**config.mk**
```make
export PLATFORM = sky130hd
export DESIGN_NAME = tx_framer
export DESIGN_NICKNAME = d
export VERILOG_FILES = /design/src/rtl/tx_framer.sv
export SDC_FILE = /design/constraint.sdc
export NUM_CORES = 1
export LEC_CHECK = 0
export ABC_AREA = 1
export CORE_UTILIZATION = 55
export CTS_BUF_LIST = sky130_fd_sc_hd__clkbuf_4
export DETAILED_ROUTE_END_ITERATION = 12
export PLACE_DENSITY = 0.82
export SETUP_SLACK_MARGIN = 0.15
export SYNTH_ARGS = -nofsm -noshare
export SYNTH_HDL_FRONTEND = slang
export SYNTH_SLANG_ARGS = --single-unit
export TNS_END_PERCENT = 20
```
**constraint.sdc**
```tcl
create_clock -name clkTx -period 2 [get_ports clkTx]
set_input_delay 0.4 -clock clkTx [delete_from_list [all_inputs] [get_ports clkTx]]
set_output_delay 0.4 -clock clkTx [all_outputs]
set_load 0.02 [all_outputs]
```
**src/rtl/tx_framer.sv**
```systemverilog
// Transmit byte framer: K28.5 alignment preamble after reset, then each accepted
// word is sliced LSB byte first into symbol slots, with K28.5 filling idle slots.
//
// state     | meaning
// ----------+-----------------------------------------------------------
// PREAMBULO | sending the post-reset K28.5 run, no words accepted
// IDLE      | between words, launches K28.5 unless a word is held
// DATOS     | launching the remaining bytes of the held word
module tx_framer #(
  parameter int SYM_CYCLES   = 10,
  parameter int PREAMBLE_LEN = 4
) (
  input  logic        clkTx,
  input  logic        rst,
  input  logic        enb,
  input  logic [1:0]  dataS,
  input  logic [31:0] dataIn,
  input  logic        dataValid,
  output logic        dataReady,
  output logic [7:0]  dataOut,
  output logic        k_out,
  output logic        symStrobe,
  output logic        preambuloListo
);

  localparam int CW = $clog2(SYM_CYCLES);
  localparam int RW = $clog2(PREAMBLE_LEN + 1);
  localparam logic [CW-1:0] CNT_LAST = CW'(SYM_CYCLES - 1);
  localparam logic [RW-1:0] REM_INIT = RW'(PREAMBLE_LEN);
  localparam logic [7:0]    K28_5    = 8'hBC;

  typedef enum logic [1:0] {PREAMBULO, IDLE, DATOS} state_t;

  state_t       state_q, state_d;
  logic [CW-1:0] cnt_q, cnt_d;
  logic [RW-1:0] rem_q, rem_d;
  logic          pre_done_q, pre_done_d;
  logic          occ_q, occ_d;
  logic [31:0]   word_q, word_d;
  logic [2:0]    nbytes_q, nbytes_d;
  logic [1:0]    idx_q, idx_d;
  logic [7:0]    dout_q, dout_d;
  logic          k_q, k_d;
  logic          strobe_q, strobe_d;
  logic          ready_q, ready_d;
  logic          boundary;
  logic          accept;
  logic [7:0]    cur_byte;

  always_comb begin
    case (idx_q)
      2'd0:    cur_byte = word_q[7:0];
      2'd1:    cur_byte = word_q[15:8];
      2'd2:    cur_byte = word_q[23:16];
      default: cur_byte = word_q[31:24];
    endcase
  end

  always_comb begin
    boundary   = enb && (cnt_q == CNT_LAST);
    accept     = enb && dataValid && ready_q;
    state_d    = state_q;
    cnt_d      = cnt_q;
    rem_d      = rem_q;
    pre_done_d = pre_done_q;
    occ_d      = occ_q;
    word_d     = word_q;
    nbytes_d   = nbytes_q;
    idx_d      = idx_q;
    dout_d     = dout_q;
    k_d        = k_q;
    strobe_d   = boundary;

    if (enb) begin
      cnt_d = boundary ? '0 : cnt_q + 1'b1;
    end

    if (boundary) begin
      case (state_q)
        PREAMBULO: begin
          // no word can be held yet, so the slot after the preamble is always an idle comma
          dout_d = K28_5;
          k_d    = 1'b1;
          if (rem_q != '0) begin
            rem_d = rem_q - 1'b1;
          end else begin
            pre_done_d = 1'b1;
            state_d    = IDLE;
          end
        end
        IDLE: begin
          if (occ_q) begin
            dout_d = word_q[7:0];
            k_d    = 1'b0;
            if (nbytes_q == 3'd1) begin
              occ_d = 1'b0;
            end else begin
              idx_d   = 2'd1;
              state_d = DATOS;
            end
          end else begin
            dout_d = K28_5;
            k_d    = 1'b1;
          end
        end
        DATOS: begin
          dout_d = cur_byte;
          k_d    = 1'b0;
          idx_d  = idx_q + 2'd1;
          if ({1'b0, idx_q} == nbytes_q - 3'd1) begin
            occ_d   = 1'b0;
            state_d = IDLE;
          end
        end
        default: state_d = PREAMBULO;
      endcase
    end

    // acceptance needs occ_q low, so it never collides with the last-byte clear above
    if (accept) begin
      word_d = dataIn;
      occ_d  = 1'b1;
      case (dataS)
        2'b01:   nbytes_d = 3'd2;
        2'b10:   nbytes_d = 3'd4;
        default: nbytes_d = 3'd1;
      endcase
    end

    ready_d = pre_done_d && !occ_d;
  end

  always_ff @(posedge clkTx or negedge rst) begin
    if (!rst) begin
      state_q    <= PREAMBULO;
      cnt_q      <= CNT_LAST;
      rem_q      <= REM_INIT;
      pre_done_q <= 1'b0;
      occ_q      <= 1'b0;
      word_q     <= '0;
      nbytes_q   <= 3'd1;
      idx_q      <= 2'd0;
      dout_q     <= K28_5;
      k_q        <= 1'b1;
      strobe_q   <= 1'b0;
      ready_q    <= 1'b0;
    end else begin
      state_q    <= state_d;
      cnt_q      <= cnt_d;
      rem_q      <= rem_d;
      pre_done_q <= pre_done_d;
      occ_q      <= occ_d;
      word_q     <= word_d;
      nbytes_q   <= nbytes_d;
      idx_q      <= idx_d;
      dout_q     <= dout_d;
      k_q        <= k_d;
      strobe_q   <= strobe_d;
      ready_q    <= ready_d;
    end
  end

  assign dataOut        = dout_q;
  assign k_out          = k_q;
  assign symStrobe      = strobe_q && enb;
  assign dataReady      = ready_q;
  assign preambuloListo = pre_done_q;

endmodule

```
=== After elaboration in Yosys (flattened, before gate mapping) ===
Index checks and enable logic that the tools add are counted.
W data, S select, Z words.

* Memories: 0
* Logic and storage cells: 68
* Bits in writable memories: 0
* Register bits after elaboration: 59
* Input bits: 38
* Output and inout bits: 12
* Bits in read-only memories: 0
* Bits in latches: 0

* Add/subtract/negate cells: 4
* Equality and inequality tests: 13
* Shift operators: 0
* Reduce and logical (&&, ||, !) cells: 15
* Bitwise gates (word level): 0
* Divide/modulo/power cells: 0
* Mux-type cells: 24
* Multiply operators: 0
* Magnitude comparators: 0

{| class="wikitable"
|+ Operator list
! operator !! number
|-
| $pmux W8 S3 || 2
|-
| $mux W2 || 6
|-
| $mux W1 || 9
|-
| $mux W8 || 1
|-
| $ne A2 B2 Y1 const B || 4
|-
| $eq A2 B1 Y1 const B || 3
|-
| $eq A2 B2 Y1 const B || 3
|-
| $pmux W2 S3 || 1
|-
| $pmux W3 S2 || 1
|-
| $reduce_bool A3 Y1 || 2
|-
| $sub A3 B1 Y3 const B || 2
|-
| $logic_and A1 B1 Y1 || 5
|-
| $reduce_and A5 Y1 || 1
|-
| $add A4 B1 Y4 const B || 1
|-
| $eq A4 B4 Y1 const B || 1
|-
| $logic_not A2 Y1 || 2
|-
| $mux W4 || 1
|-
| $pmux W2 S2 || 1
|-
| $reduce_and A4 Y1 || 1
|-
| $eq A2 B3 Y1 || 1
|-
| $eq A3 B1 Y1 const B || 1
|-
| $pmux W1 S3 || 1
|-
| $reduce_and A3 Y1 || 1
|-
| $add A2 B1 Y2 const B || 1
|-
| 4 further kinds || 4
|}

=== Logic depth before layout (Yosys ltp) ===
* Word-level depth: 8
* Gate-level depth with buffers: 11
* Gate-level depth less buffers: 11

=== Worst setup path before layout ===
No wires, ideal clock.

* Path kind: register to register
* From: reg nbytes_q[0]
* To: reg state_q[0]
* Setup time: 0.127 ns
* Required time: 1.873 ns
* Period minus slack after synthesis: 1.468 ns
* Stages on the path, launching flop included: 11
* Arrival time: 1.340 ns
* Setup slack: 0.532 ns
* Path buffers: 0
* Path through: dfstp_2 inv_1 ha_1 inv_1 nand2_1 nand2_1 nand3_1 nand2_1 nand2_1 nand2_1 o21ai_0

* Word-level cells in the longest chain between the ends: 4
* Elaborated cells on any way between the ends: 6
* Those cells by class: add/sub (1); eq/ne (4); reduce/logical (1)

{| class="wikitable"
|+ Ends and longest elaborated chain
! what !! line !! RTL
|-
| start, declared || 40 || <nowiki>logic [2:0] nbytes_q, nbytes_d;</nowiki>
|-
| start signal, assigned || 154 || <nowiki>nbytes_q <= nbytes_d;</nowiki>
|-
| $sub A3 B1 Y3 || 110 || <nowiki>if ({1'b0, idx_q} == nbytes_q - 3'd1) begin</nowiki>
|-
| $eq A2 B3 Y1 || 110 ||
|-
| $ne A2 B2 Y1 (no line) || -- ||
|-
| $reduce_and A5 Y1 (no line) * || -- ||
|-
| end signal, assigned || 148 || <nowiki>state_q <= state_d;</nowiki>
|-
| end, declared || 34 || <nowiki>state_t state_q, state_d;</nowiki>
|}

Every way passes the cells marked *; elsewhere a longest branch is shown, timed or not.
A chain may end at the register's enable or synchronous reset.

=== Worst setup path after layout ===
* From: reg dout_q[2] (netlist: dataOut[2])
* To: out dataOut[2]

{| class="wikitable"
|+ RTL lines
! what !! line !! RTL
|-
| start, declared || 42 || <nowiki>logic [7:0] dout_q, dout_d;</nowiki>
|-
| start signal, assigned || 156 || <nowiki>dout_q <= dout_d;</nowiki>
|-
| end, declared || 20 || <nowiki>output logic [7:0] dataOut,</nowiki>
|}

No word-level cell between the ends.

==> impl_metrics.yaml <==
synth:
  synth_area_per_cell_sq_um: 10.15
  yosys-top-cells-area: "dfrtp_1, mux2_2, dfstp_2"
  ys_seq_area_share_pct: 50.42
  ys.flop_type: "dfrtp_1"
  async_flop_share_pct: 100.0
  synth-seq-cells: 59
  synth_warnings: 0
  synth-edff-count: 0
  synthTopCellsByCount: "nand2_1, dfrtp_1, inv_1"
  synth_top_area_share_pct: 41.53
  synth_nets: 345
  ys_types: 30
  yosysTopAreaCell: "dfrtp_1"
  yosysMostFrequentCell: "nand2_1"
  synthesis.instances: 291
  syn_area_sq_um: 2953
power_and_ir_drop:
  p_leak_nw: 1.754
  clock_power_share_pct: 14.7
  ir_drop_mv: 0.7019
  power_density_nw_per_um2: 1295
  seqPwrFrac_pct: 45.5
  swShare_pct: 37.44
  p_switching_mw: 1.763
  p_int_mw: 2.945
  combPwrFrac_pct: 39.8
  p_total_mw: 4.708
finish:
  final_cell_area_sq_um: 3636
  final_util_pct: 70.74
  stdcell_count: 419
  drive_above_1_share_pct: 19.20
  fin_nets: 398
  syn_to_final_growth_pct: 23.14
  n_antenna_cell: 0
  nFillCells: 429
placed_design:
  place_hpwl_microns: 4488
  place_congestion: 0.7884
  dp.cells: 402
  port-buffer-count: 49
  place_area_sq_um: 3517
  dp_slack_ns: 0.005936
floorplanning:
  die_height_microns: 75.27
  start_util_pct: 57.45
  num_rows: 26
  die_w_microns: 75.27
  die_area_sq_um: 5666
  fp.coreArea_sq_um: 5140
  io-pin-count: 50
critical_path:
  slowest_delay_ns: 0.60
  path_class: "flop to output pin"
  crit_family: "buffers and inverters"
  crit_chain: "clkdlybuf4s50_1"
  crit_cells: 1
  worstSetupEndpointType: "output pin"
  cp-start-kind: "flop"
  reg2regPathDepth: 7
  slowest_stage: "clkdlybuf4s50_1"
  critPathMaxFanout: 2
  critical_path_buf_inv_count: 1
  cp.required_ns: 1.60
  critPathArrivalTime_ns: 1.53
cts:
  tritoncts.num_buffers: 9
  root_buffer: "clkbuf_4"
  cts.sinks: 59
  h-tree-depth: 3
  cts_buffer_depth: 2
  path_clk_slew_ns: 0.09
  clock_latency_ns: 0.39
  post_cts_buffers: 0
  cts_tree: "built"
route:
  drt-initial-drc-count: 154
  viasPerCell: 5.325
  detail-route-antenna-nets: 0
  drc: 0
  wirelength_microns: 6064
  dr.pass1.iters: 4
  wl_per_cell_microns: 14.47
  vias: 2231
timing:
  slew_viol_final: 0
  timing.final.ws_setup_ns: 0.07252
  finalCritPeriodShare_pct: 96.37
  slew_headroom_pct: 66.71
  min_period_ns: 1.927
  finalSetupViolations: 0
  tns_ns: 0
  rsz0062_at_grt: "true"
  clock_skew_ns: 0.01569
  worst_pin_slew_ns: 0.4993
  fmax_mhz: 518.8
  hold_slack_ns: 0.4877
  hold_violations: 0
hold_path:
  hold-path-cell-count: 2
  hold_class: "flop to flop"
global_routing:
  grt_pass1_wl_microns: 10160
  grt_pass1_vias: 2218
  grt_overflow: 0
  grt_usage_pct: 24.66
  grt_max_degree: 60
  grt_antenna_before_repair: 0
flow_run:
  maxCapViolCount: 0
outcome:
  status: "finished clean"
worst paths after layout:
check	start	to	slack, ns
setup / recovery	dataOut[2]$_DFFE_PN1P_	dataOut[2]	0.07
hold / removal	dataOut[7]$_DFFE_PN1P_	dataOut[7]$_DFFE_PN1P_	0.49
setup reg to reg	state_q[1]$_DFFE_PN0P_	idx_q[1]$_DFFE_PN0P_	0.31
hold reg to reg	dataOut[7]$_DFFE_PN1P_	dataOut[7]$_DFFE_PN1P_	0.49
max in group asynchronous	rst	rem_q[2]$_DFFE_PN1P_	1.13
min in group asynchronous	rst	word_q[31]$_DFFE_PN0P_	0.54
what timing repair did:
action	4_1_cts	5_1_grt
cloned	0	0
hold endpoints to repair	4	0
gates resized for setup	1	1
hold buffers	1	0
setup endpoints to repair	8	8
power groups by stage:
stage / logic (mW) / registers [mW] / clock network (mW)
after floorplan: 1.23 / 2.15 / 0
after global placement: 1.78 / 2.12 / 0
after global routing: 2.13 / 2.20 / 0.766
final: 1.87 / 2.14 / 0.693
after detailed placement: 1.88 / 2.16 / 0
after CTS: 1.88 / 2.14 / 0.710
layout make-up:
class	instances	area, sq um	area share, %
Clock inverter	4	17.52	0.4818
Timing Repair Buffer	54	564.3	15.52
Clock buffer	12	90.09	2.478
Sequential cell	59	1489	40.95
Multi-Input combinational cell	188	1265	34.79
Tap cell	70	87.58	2.409
Inverter	32	122.6	3.372
flip-flops by register name, summed over array words and instances, names as in the netlist, 2 cells and up:
register  flops
cnt_q         4
dataOut       8
idx_q         2
nbytes_q      3
rem_q         3
state_q       2
word_q       32
kinds of logic after synthesis:
| group | share of synthesized area, % |
|---|---|
| DFF | 50.42 |
| buffers and inverters | 6.738 |
| xor gates and xnor gates | 0.5933 |
| muxes | 12.58 |
| adders and majority gates | 6.780 |
| and+or+nand+nor | 14.79 |
| AOI/OAI and AO/OA | 8.093 |
layer usage:
metal / vias up / wire (microns) / GRT usage (%)
met2: 65 / 2981 / 38.74
li1: 1082 / - / -
met5: - / 0 / 0
met3: 13 / 295 / 4.418
met4: 0 / 141 / 10.70
met1: 1071 / 2646 / 33.83
cell usage in the layout, fill, tap and decap left out, types with 9 or more instances in the layout:
cell             synthesis  routed
dfrtp_1                 49      49
clkbuf_4                 0      12
a21oi_1                 14      14
nand2_1                 57      57
mux2_2                  29      29
inv_1                   31      31
nor2_1                  13      13
nand3_1                 19      19
clkdlybuf4s50_1          0      46
o21ai_0                  9       9
ha_1                    16      16
dfstp_2                 10      10
Note: power is estimated with default switching activity, not from simulation.
